<file path="src/rtl/a0_trace_fifo.sv">
// a0_trace_fifo: watches the core's a0 register and logs every change of value into a small
// FIFO that a consumer drains over a valid/ready stream. The core is never stalled; changes
// that arrive while the FIFO is full are dropped and counted.
//
// Optional feature macro: A0_TRACE_STAMP_EN
//   defined   - a free-running cycle counter is built and each entry carries its capture cycle
//   undefined - no stamp storage or counter; out_stamp is tied to 0
//
// Ports:
//   clk        in   clock, all state updates on the rising edge
//   rst        in   asynchronous active-low reset
//   a0         in   observed core a0 value
//   en         in   capture enable (0: no compare, no push)
//   out_valid  out  FIFO head is valid
//   out_ready  in   consumer accepts the head this cycle
//   out_data   out  head a0 value
//   out_stamp  out  head cycle stamp (0 when stamps are not built)
//   count      out  current occupancy
//   overflow   out  sticky: a change was dropped because the FIFO was full
//   drop_cnt   out  number of dropped changes, saturating at 255

module a0_trace_fifo #(
    parameter int unsigned DATA_WIDTH  = 32,
    parameter int unsigned DEPTH       = 8,
    parameter int unsigned STAMP_WIDTH = 16
) (
    input  logic                       clk,
    input  logic                       rst,
    input  logic [DATA_WIDTH-1:0]      a0,
    input  logic                       en,
    output logic                       out_valid,
    input  logic                       out_ready,
    output logic [DATA_WIDTH-1:0]      out_data,
    output logic [STAMP_WIDTH-1:0]     out_stamp,
    output logic [$clog2(DEPTH):0]     count,
    output logic                       overflow,
    output logic [7:0]                 drop_cnt
);

    localparam int unsigned PtrW = $clog2(DEPTH);
    localparam int unsigned CntW = PtrW + 1;

    logic [DATA_WIDTH-1:0] prev_q, prev_d;
    logic [PtrW-1:0]       wr_ptr_q, wr_ptr_d;
    logic [PtrW-1:0]       rd_ptr_q, rd_ptr_d;
    logic [CntW-1:0]       count_q, count_d;
    logic                  overflow_q, overflow_d;
    logic [7:0]            drop_q, drop_d;

    logic [DATA_WIDTH-1:0] data_mem [DEPTH];

    logic full;
    logic chg;
    logic push;
    logic pop;
    logic drop;

    assign full      = (count_q == CntW'(DEPTH));
    assign out_valid = (count_q != '0);
    assign pop       = out_valid && out_ready;
    assign chg       = en && (a0 != prev_q);
    // A pop in the same cycle frees the head, so a full FIFO can still take the new value.
    assign push      = chg && (!full || pop);
    assign drop      = chg && full && !pop;

    always_comb begin
        prev_d     = prev_q;
        wr_ptr_d   = wr_ptr_q;
        rd_ptr_d   = rd_ptr_q;
        count_d    = count_q;
        overflow_d = overflow_q;
        drop_d     = drop_q;

        // prev follows a0 even on a drop, so a held value is never retried.
        if (chg) begin
            prev_d = a0;
        end
        if (push) begin
            wr_ptr_d = wr_ptr_q + PtrW'(1);
        end
        if (pop) begin
            rd_ptr_d = rd_ptr_q + PtrW'(1);
        end
        if (drop) begin
            overflow_d = 1'b1;
            if (drop_q != 8'hff) begin
                drop_d = drop_q + 8'd1;
            end
        end

        unique case ({push, pop})
            2'b10:   count_d = count_q + CntW'(1);
            2'b01:   count_d = count_q - CntW'(1);
            default: count_d = count_q;
        endcase
    end

    always_ff @(posedge clk or negedge rst) begin
        if (!rst) begin
            prev_q     <= '0;
            wr_ptr_q   <= '0;
            rd_ptr_q   <= '0;
            count_q    <= '0;
            overflow_q <= 1'b0;
            drop_q     <= '0;
        end else begin
            prev_q     <= prev_d;
            wr_ptr_q   <= wr_ptr_d;
            rd_ptr_q   <= rd_ptr_d;
            count_q    <= count_d;
            overflow_q <= overflow_d;
            drop_q     <= drop_d;
        end
    end

    // Storage is not reset; its contents are meaningless while out_valid is low.
    always_ff @(posedge clk) begin
        if (push) begin
            data_mem[wr_ptr_q] <= a0;
        end
    end

    assign out_data = data_mem[rd_ptr_q];
    assign count    = count_q;
    assign overflow = overflow_q;
    assign drop_cnt = drop_q;

`ifdef A0_TRACE_STAMP_EN
    logic [STAMP_WIDTH-1:0] cyc_q;
    logic [STAMP_WIDTH-1:0] stamp_mem [DEPTH];

    // Free-running, independent of en; wraps naturally at 2^STAMP_WIDTH.
    always_ff @(posedge clk or negedge rst) begin
        if (!rst) begin
            cyc_q <= '0;
        end else begin
            cyc_q <= cyc_q + STAMP_WIDTH'(1);
        end
    end

    always_ff @(posedge clk) begin
        if (push) begin
            stamp_mem[wr_ptr_q] <= cyc_q;
        end
    end

    assign out_stamp = stamp_mem[rd_ptr_q];
`else
    assign out_stamp = '0;
`endif

endmodule

</file>
<file path="config.mk">
export PLATFORM = sky130hd
export DESIGN_NAME = a0_trace_fifo
export DESIGN_NICKNAME = d
export VERILOG_FILES = /design/src/rtl/a0_trace_fifo.sv
export SDC_FILE = /design/constraint.sdc
export NUM_CORES = 1
export LEC_CHECK = 0
export CAP_MARGIN = 25
export CORE_ASPECT_RATIO = 1.5
export CORE_UTILIZATION = 30
export CTS_CLUSTER_SIZE = 25
export DETAILED_ROUTE_END_ITERATION = 8
export RECOVER_POWER = 25
export SLEW_MARGIN = 20
export SYNTH_ARGS = -nofsm -noshare
export SYNTH_HDL_FRONTEND = slang
export SYNTH_SLANG_ARGS = --single-unit
</file>
<file path="constraint.sdc">
create_clock -name clk -period 4.95 [get_ports clk]
set_clock_uncertainty 0.05 [all_clocks]
set_input_delay 1.2375 -clock clk [delete_from_list [all_inputs] [get_ports clk]]
set_output_delay 1.2375 -clock clk [all_outputs]
set_load 0.01 [all_outputs]
</file>
==> impl_metrics.csv, run 1 <==
group,metric,value,unit
worst_hold_path,hold_start,"overflow$_DFFE_PN0P_",
power_and_ir_drop,p_int,0.00577,W
timing,worst_pin_slew,2.99,ns
clocking,htreeDepth,1,
timing,finalSetupViolCount,0,
clocking,postCtsSetupBuffers,0,
drt,vias,5900,
critical_path,reg2reg_to,"count[3]$_DFFE_PN0P_",
worst_hold_path,hold_path_class,"reg2reg",
timing,rsz0062_at_grt,"false",
global_route,globalRouteMet1Util,14.6,%
global_route,grt_max_degree,52,
critical_path,cp_data_required_time,3.66,ns
clocking,cts_buffer_depth,3,
placement,hpwl,16.3,mm
logic_synthesis,synth-edff-count,256,
critical_path,rrSetupSlack,1.90,ns
logic_synthesis,yosysWarnings,0,
floorplan,die_h,250,um
global_route,antenna_found_initial,3,
drt,routed_via_density,4.73,
clocking,postCtsResizedCells,0,
power_and_ir_drop,max-vdd-ir-drop,0.277,mV
logic_synthesis,netlist_top_cells_area,"edfxtp_1, mux4_2, dfrtp_1",
critical_path,setup.worst_path.end_class,"output port",
timing,final.setup.tns,0,ns
logic_synthesis,synthDistinctLibCells,38,
logic_synthesis,synthCells,598,
critical_path,crit_buf_inv,2,
timing,hold_ws,0.430,ns
outcome,failed_checks,"max-capacitance violations, max-slew violations",
logic_synthesis,synth_top_area_share,62.5,%
power_and_ir_drop,swShare,28.5,%
timing,max_freq,235,MHz
run,cap_violations,1,
finish,finalNonFillerCells,1248,
floorplan,boundaryPins,98,
logic_synthesis,synth_top_area_cell,"edfxtp_1",
finish,syn_to_final_growth,20.3,%
power_and_ir_drop,p_leak,4.98,nW
logic_synthesis,ys.flop_type,"edfxtp_1",
logic_synthesis,synth-seq-area-share,72.9,%
floorplan,initial_core_util,30.5,%
worst_hold_path,holdPathEnd,"overflow$_DFFE_PN0P_",
logic_synthesis,yosysMostFrequentCell,"edfxtp_1",
power_and_ir_drop,comb_power_share,31.3,%
floorplan,rows,90,
drt,drtAntennaViolNets,0,
critical_path,reg2reg_from,"prev_q[23]$_DFFE_PN0P_",
floorplan,dieArea,41800,um2
drt,wl_per_cell,20.7,um
critical_path,max_stage_delay,0.75,ns
finish,drive_above_1_share,25.1,%
critical_path,cpMaxStageDelayCell,"dfrtp_4",
clocking,clock_latency,0.55,ns
worst_hold_path,min_delay_path_depth,1,
drt,drc,0,
power_and_ir_drop,p_seq_share,42.7,%
critical_path,rr_worst_depth,12,
global_route,first_global_vias,6496,
global_route,top_usage_layer,"met2",
logic_synthesis,ys_top_cells_by_count,"edfxtp_1, mux4_2, dfrtp_1",
clocking,postCtsHoldBufs,0,
logic_synthesis,synth-seq-cells,307,
clocking,cts_root_buffer,"clkbuf_16",
critical_path,cp.arrival,2.96,ns
power_and_ir_drop,p_sw,0.00230,W
critical_path,crit_chain,"buf_12 > mux4_2 > mux2_2 > clkdlybuf4s50_1",
global_route,grt-ovfl-total,0,
global_route,grt_use_met2,24.0,%
logic_synthesis,syn_area_per_cell,20.6,um2
power_and_ir_drop,p_per_area,546,nW/um2
drt,first_pass_iters,6,
outcome,outcome,"complete, but fails checks",
logic_synthesis,async_flop_share,16.6,%
placement,routabilityCongestion,0.693,
clocking,numCtsBuffers,29,
timing,finalCritPeriodShare,85.8,%
power_and_ir_drop,power_frac_clock,26.0,%
critical_path,cp_max_fo,23,
floorplan,core-area,40300,um2
clocking,clkSinkCount,307,
timing,fin_crit,4.25,ns
floorplan,die_w,167,um
global_route,grt_pass1_wl,39.8,mm
critical_path,startpoint_type,"flop",
finish,n_antenna_cell,0,
finish,final_nets,762,
global_route,grtUsageMet3,1.93,%
clocking,cts_tree,"done",
critical_path,critical_path_class,"reg2out",
timing,finalHoldViolCount,0,
timing,max_slew_margin,-99.1,%
clocking,path_clk_slew,0.06,ns
drt,drt-total-wl,25.9,mm
placement,dp.cells,1195,
drt,first_iter_violations,279,
global_route,grt_use_total,12.7,%
timing,report.final.slew_viol_count,52,
logic_synthesis,synthesis.area,12300,um2
critical_path,critPathTopFamily,"multiplexers",
placement,port_buffers,81,
layout make-up:
cell class	instances	area, um2
clock inverters	14	104
flip-flops and latches	307	8970
repair buffers	117	1100
multi-input cells	259	3180
well taps	506	633
inverters	6	22.5
fillers	3726	25500
clock buffers	39	793
metrics by stage:
stage          instance area (um2)  utilization, %  total power [W]  setup slack (ns)
3_3_place_gp                 13900            34.5          0.00607             0.465
6_report                     14800            36.7          0.00808             0.702
2_1_floorplan                12400               -          0.00496            -0.873
5_1_grt                      14800            36.7          0.00846             0.389
3_5_place_dp                 13900            34.6          0.00612             0.404
4_1_cts                      14800            36.8          0.00823             0.616
logic make-up (layout without fill, tap and decap cells):
group	after synthesis	count (layout)	share of synthesized area, %
adders and majority gates	6	6	0.671
xor gates and xnor gates	45	45	3.20
other	1	16	0.0305
DFF	307	307	72.9
buffers and inverters	47	176	2.17
AOI/OAI and AO/OA	11	11	0.651
muxes	133	133	18.0
and+or+nand+nor	48	48	2.36
layout by cell type, fill, tap and decap left out, types with 5 or more instances in the layout:
master / Yosys / final
buf_4: 19 / 24
nor4_1: 13 / 11
xor2_1: 38 / 38
ha_1: 5 / 5
mux2_1: 32 / 32
conb_1: 1 / 16
mux4_2: 64 / 64
dfrtp_1: 51 / 48
nand2_1: 9 / 9
xnor2_1: 7 / 7
clkdlybuf4s50_1: 0 / 64
dlygate4sd3_1: 0 / 16
clkbuf_16: 0 / 29
edfxtp_1: 256 / 256
clkinv_1: 0 / 5
inv_1: 6 / 6
mux2_2: 36 / 36
clkbuf_1: 10 / 15
routing by layer:
layer | vias up | wire [um] | share of wire [%]
met5 | - | 29 | 0.11
met4 | 4 | 596 | 2.3
met3 | 43 | 1060 | 4.1
met2 | 130 | 14200 | 55
met1 | 3110 | 9970 | 39
li1 | 2613 | - | -
registers in the layout (all words and copies together), names as in the netlist:
signal and count:
data_mem 256, overflow 1, wr_ptr_q 3, count 4
prev_q 32, rd_ptr_q 3, drop_cnt 8
worst max-delay path by stage:
stage / from / end / slack, ns / cells past startpoint
6_report: rd_ptr_q[0]$_DFFE_PN0P_ / out_data[31] / 0.70 / 4
5_1_grt: rst / rd_ptr_q[0]$_DFFE_PN0P_ / 0.39 / 2
4_1_cts: rd_ptr_q[0]$_DFFE_PN0P_ / out_data[31] / 0.62 / 4
2_1_floorplan: a0[29] / data_mem[1][0]$_DFFE_PP_ / -0.87 / 7
3_3_place_gp: a0[23] / count[3]$_DFFE_PN0P_ / 0.47 / 13
3_5_place_dp: a0[23] / count[3]$_DFFE_PN0P_ / 0.40 / 13
power by group through the flow:
stage | sequential, W | combinational, W | clock (W)
after CTS | 0.00346 | 0.00262 | 0.00216
after floorplan | 0.00341 | 0.00155 | 0
after global placement | 0.00354 | 0.00252 | 0
final | 0.00345 | 0.00253 | 0.00210
after detailed placement | 0.00351 | 0.00260 | 0
after global routing | 0.00350 | 0.00272 | 0.00224
No activity file was read; power rests on OpenSTA's default activity.
==> run 2, diff against run 1 <==
Settings changed: CAP_MARGIN 25 to unset, CTS_BUF_LIST set to sky130_fd_sc_hd__clkbuf_4, PLACE_DENSITY set to 0.6.
==> run 2 against run 1 <==
The run still ends with max-capacitance violations, max-slew violations left. Largest cell class unchanged. Clock power down 2%. First-iteration DRC count increased by 10%. Largest power group unchanged. Die area unchanged. Combinational power fell by 3%. Critical path type unchanged. Worst setup slack got worse by 0.19 ns.
==> impl_metrics.csv, run 2 (synthesis gave the netlist of run 1 again) <==
group,metric,value,unit
outcome,outcome,"complete, but fails checks",
outcome,failed_checks,"max-capacitance violations, max-slew violations",
clocking,clock_latency,0.75,ns
power_and_ir_drop,p_seq_share,43.6,%
timing,worst_slack,0.517,ns
global_route,grt_pass1_wl,40.4,mm
clocking,cts_buffer_depth,3,
floorplan,initial_core_util,30.5,%
timing,finalSetupViolCount,0,
drt,routed_via_density,4.62,
clocking,path_clk_slew,0.06,ns
drt,drc,0,
critical_path,cp_max_fo,23,
drt,first_pass_iters,6,
timing,max_freq,226,MHz
finish,seqCellArea,8970,um2
timing,hold_ws,0.426,ns
clocking,postCtsResizedCells,0,
critical_path,cp.arrival,3.15,ns
placement,routabilityCongestion,0.693,
drt,wl_per_cell,19.9,um
global_route,grt_max_degree,52,
drt,first_iter_violations,307,
power_and_ir_drop,p_leak,5.10,nW
critical_path,cp_data_required_time,3.66,ns
clocking,postCtsSetupBuffers,0,
clocking,cts_tree,"done",
global_route,grt_use_total,13.2,%
placement,port_buffers,81,
power_and_ir_drop,swShare,29.3,%
floorplan,die_h,250,um
finish,drive_above_1_share,31.9,%
power_and_ir_drop,p_sw,0.00235,W
timing,rsz0062_at_grt,"false",
drt,vias,6110,
timing,finalCritPeriodShare,89.5,%
finish,multi_input_area,3180,um2
floorplan,rows,90,
power_and_ir_drop,comb_power_share,30.7,%
run,cap_violations,1,
power_and_ir_drop,max-vdd-ir-drop,0.217,mV
floorplan,die_w,167,um
finish,mostFrequentLayoutCells,"edfxtp_1, clkbuf_4, mux4_2",
drt,drtAntennaViolNets,0,
critical_path,critical_path_class,"reg2out",
global_route,first_global_vias,6845,
timing,finalHoldViolCount,0,
floorplan,boundaryPins,98,
timing,fin_crit,4.43,ns
floorplan,dieArea,41800,um2
timing,report.final.slew_viol_count,52,
finish,final_nets,804,
power_and_ir_drop,p_per_area,540,nW/um2
drt,drt-total-wl,26.3,mm
finish,layout_commonest_cell,"edfxtp_1",
finish,largest_reg_flops,256,
power_and_ir_drop,power_frac_clock,25.6,%
placement,place_ws,0.404,ns
finish,top_register,"data_mem",
floorplan,core-area,40300,um2
clocking,postCtsHoldBufs,0,
clocking,numCtsBuffers,72,
finish,fin_util,36.8,%
global_route,grt-ovfl-total,0,
timing,worst_pin_slew,2.97,ns
power_and_ir_drop,p_int,0.00567,W
clocking,clkSinkCount,307,
placement,hpwl,16.2,mm
clocking,cts_root_buffer,"clkbuf_4",
critical_path,setup.worst_path.end_class,"output port",
timing,max_slew_margin,-97.8,%
critical_path,startpoint_type,"flop",
finish,syn_to_final_growth,20.6,%
global_route,antenna_found_initial,4,
finish,fillers,3766,
clocking,htreeDepth,3,
worst_hold_path,hold_path_class,"reg2reg",
==> run 2: cell count changes in the layout (fill, tap and decap cells not counted), sizes merged <==
cell / before / now
clkdlybuf4s50: 64 / 62
clkinvlp: 0 / 1
buf: 29 / 31
clkinv: 12 / 18
bufinv: 1 / 2
dlygate4sd3: 16 / 18
diode: 0 / 1
clkbuf: 47 / 111
==> run 2: layout make-up <==
type                    count  share of cell area, %
diodes                      1                 0.0169
clock buffers             106                   5.36
clock inverters            22                  0.962
inverters                   6                  0.152
multi-input cells         259                   21.4
flip-flops and latches    307                   60.5
well taps                 506                   4.27
repair buffers            116                   7.33
==> run 2: path summary, 6_finish.rpt <==
check	from	end	slack [ns]	depth (start not counted)
max in group asynchronous	rst	rd_ptr_q[0]$_DFFE_PN0P_	1.26	2
min in group asynchronous	rst	prev_q[9]$_DFFE_PN0P_	1.49	2
hold / removal	overflow$_DFFE_PN0P_	overflow$_DFFE_PN0P_	0.43	1
setup / recovery	rd_ptr_q[0]$_DFFE_PN0P_	out_data[31]	0.52	4
hold reg to reg	overflow$_DFFE_PN0P_	overflow$_DFFE_PN0P_	0.43	1
setup reg to reg	prev_q[9]$_DFFE_PN0P_	count[3]$_DFFE_PN0P_	1.95	12
==> run 2: per-layer routing <==
| layer | global-route usage, % | vias to the layer above | share of wire, % |
|---|---|---|---|
| met2 | 23.9 | 154 | 55 |
| li1 | - | 2748 | - |
| met4 | 6.24 | 4 | 2.6 |
| met5 | 0 | - | 0.068 |
| met3 | 3.50 | 50 | 4.5 |
| met1 | 14.3 | 3154 | 38 |
==> run 2: metrics by stage <==
step | cells | cell area (um2) | TNS [ns] | total power (W)
after global routing | 1323 | 14800 | 0 | 0.00845
after CTS | 1322 | 14900 | 0 | 0.00819
after floorplan | 613 | 12400 | -91.89 | 0.00496
after global placement | 1194 | 13900 | 0 | 0.00607
final | 1323 | 14800 | 0 | 0.00802
after detailed placement | 1194 | 13900 | 0 | 0.00610
==> run 2: power groups by stage <==
stage,clock network [W],registers (W),logic (W)
after floorplan,0,0.00341,0.00155
after global placement,0,0.00354,0.00252
after detailed placement,0,0.00357,0.00254
after CTS,0.00213,0.00351,0.00255
after global routing,0.00224,0.00355,0.00265
final,0.00205,0.00350,0.00246
==> run 2: worst max-delay path, stage by stage, from the launching register on <==
cell	delay [ns]
dfrtp_4	0.76
buf_12	0.30
mux4_2	0.53
mux2_2	0.31
clkdlybuf4s50_1	0.49
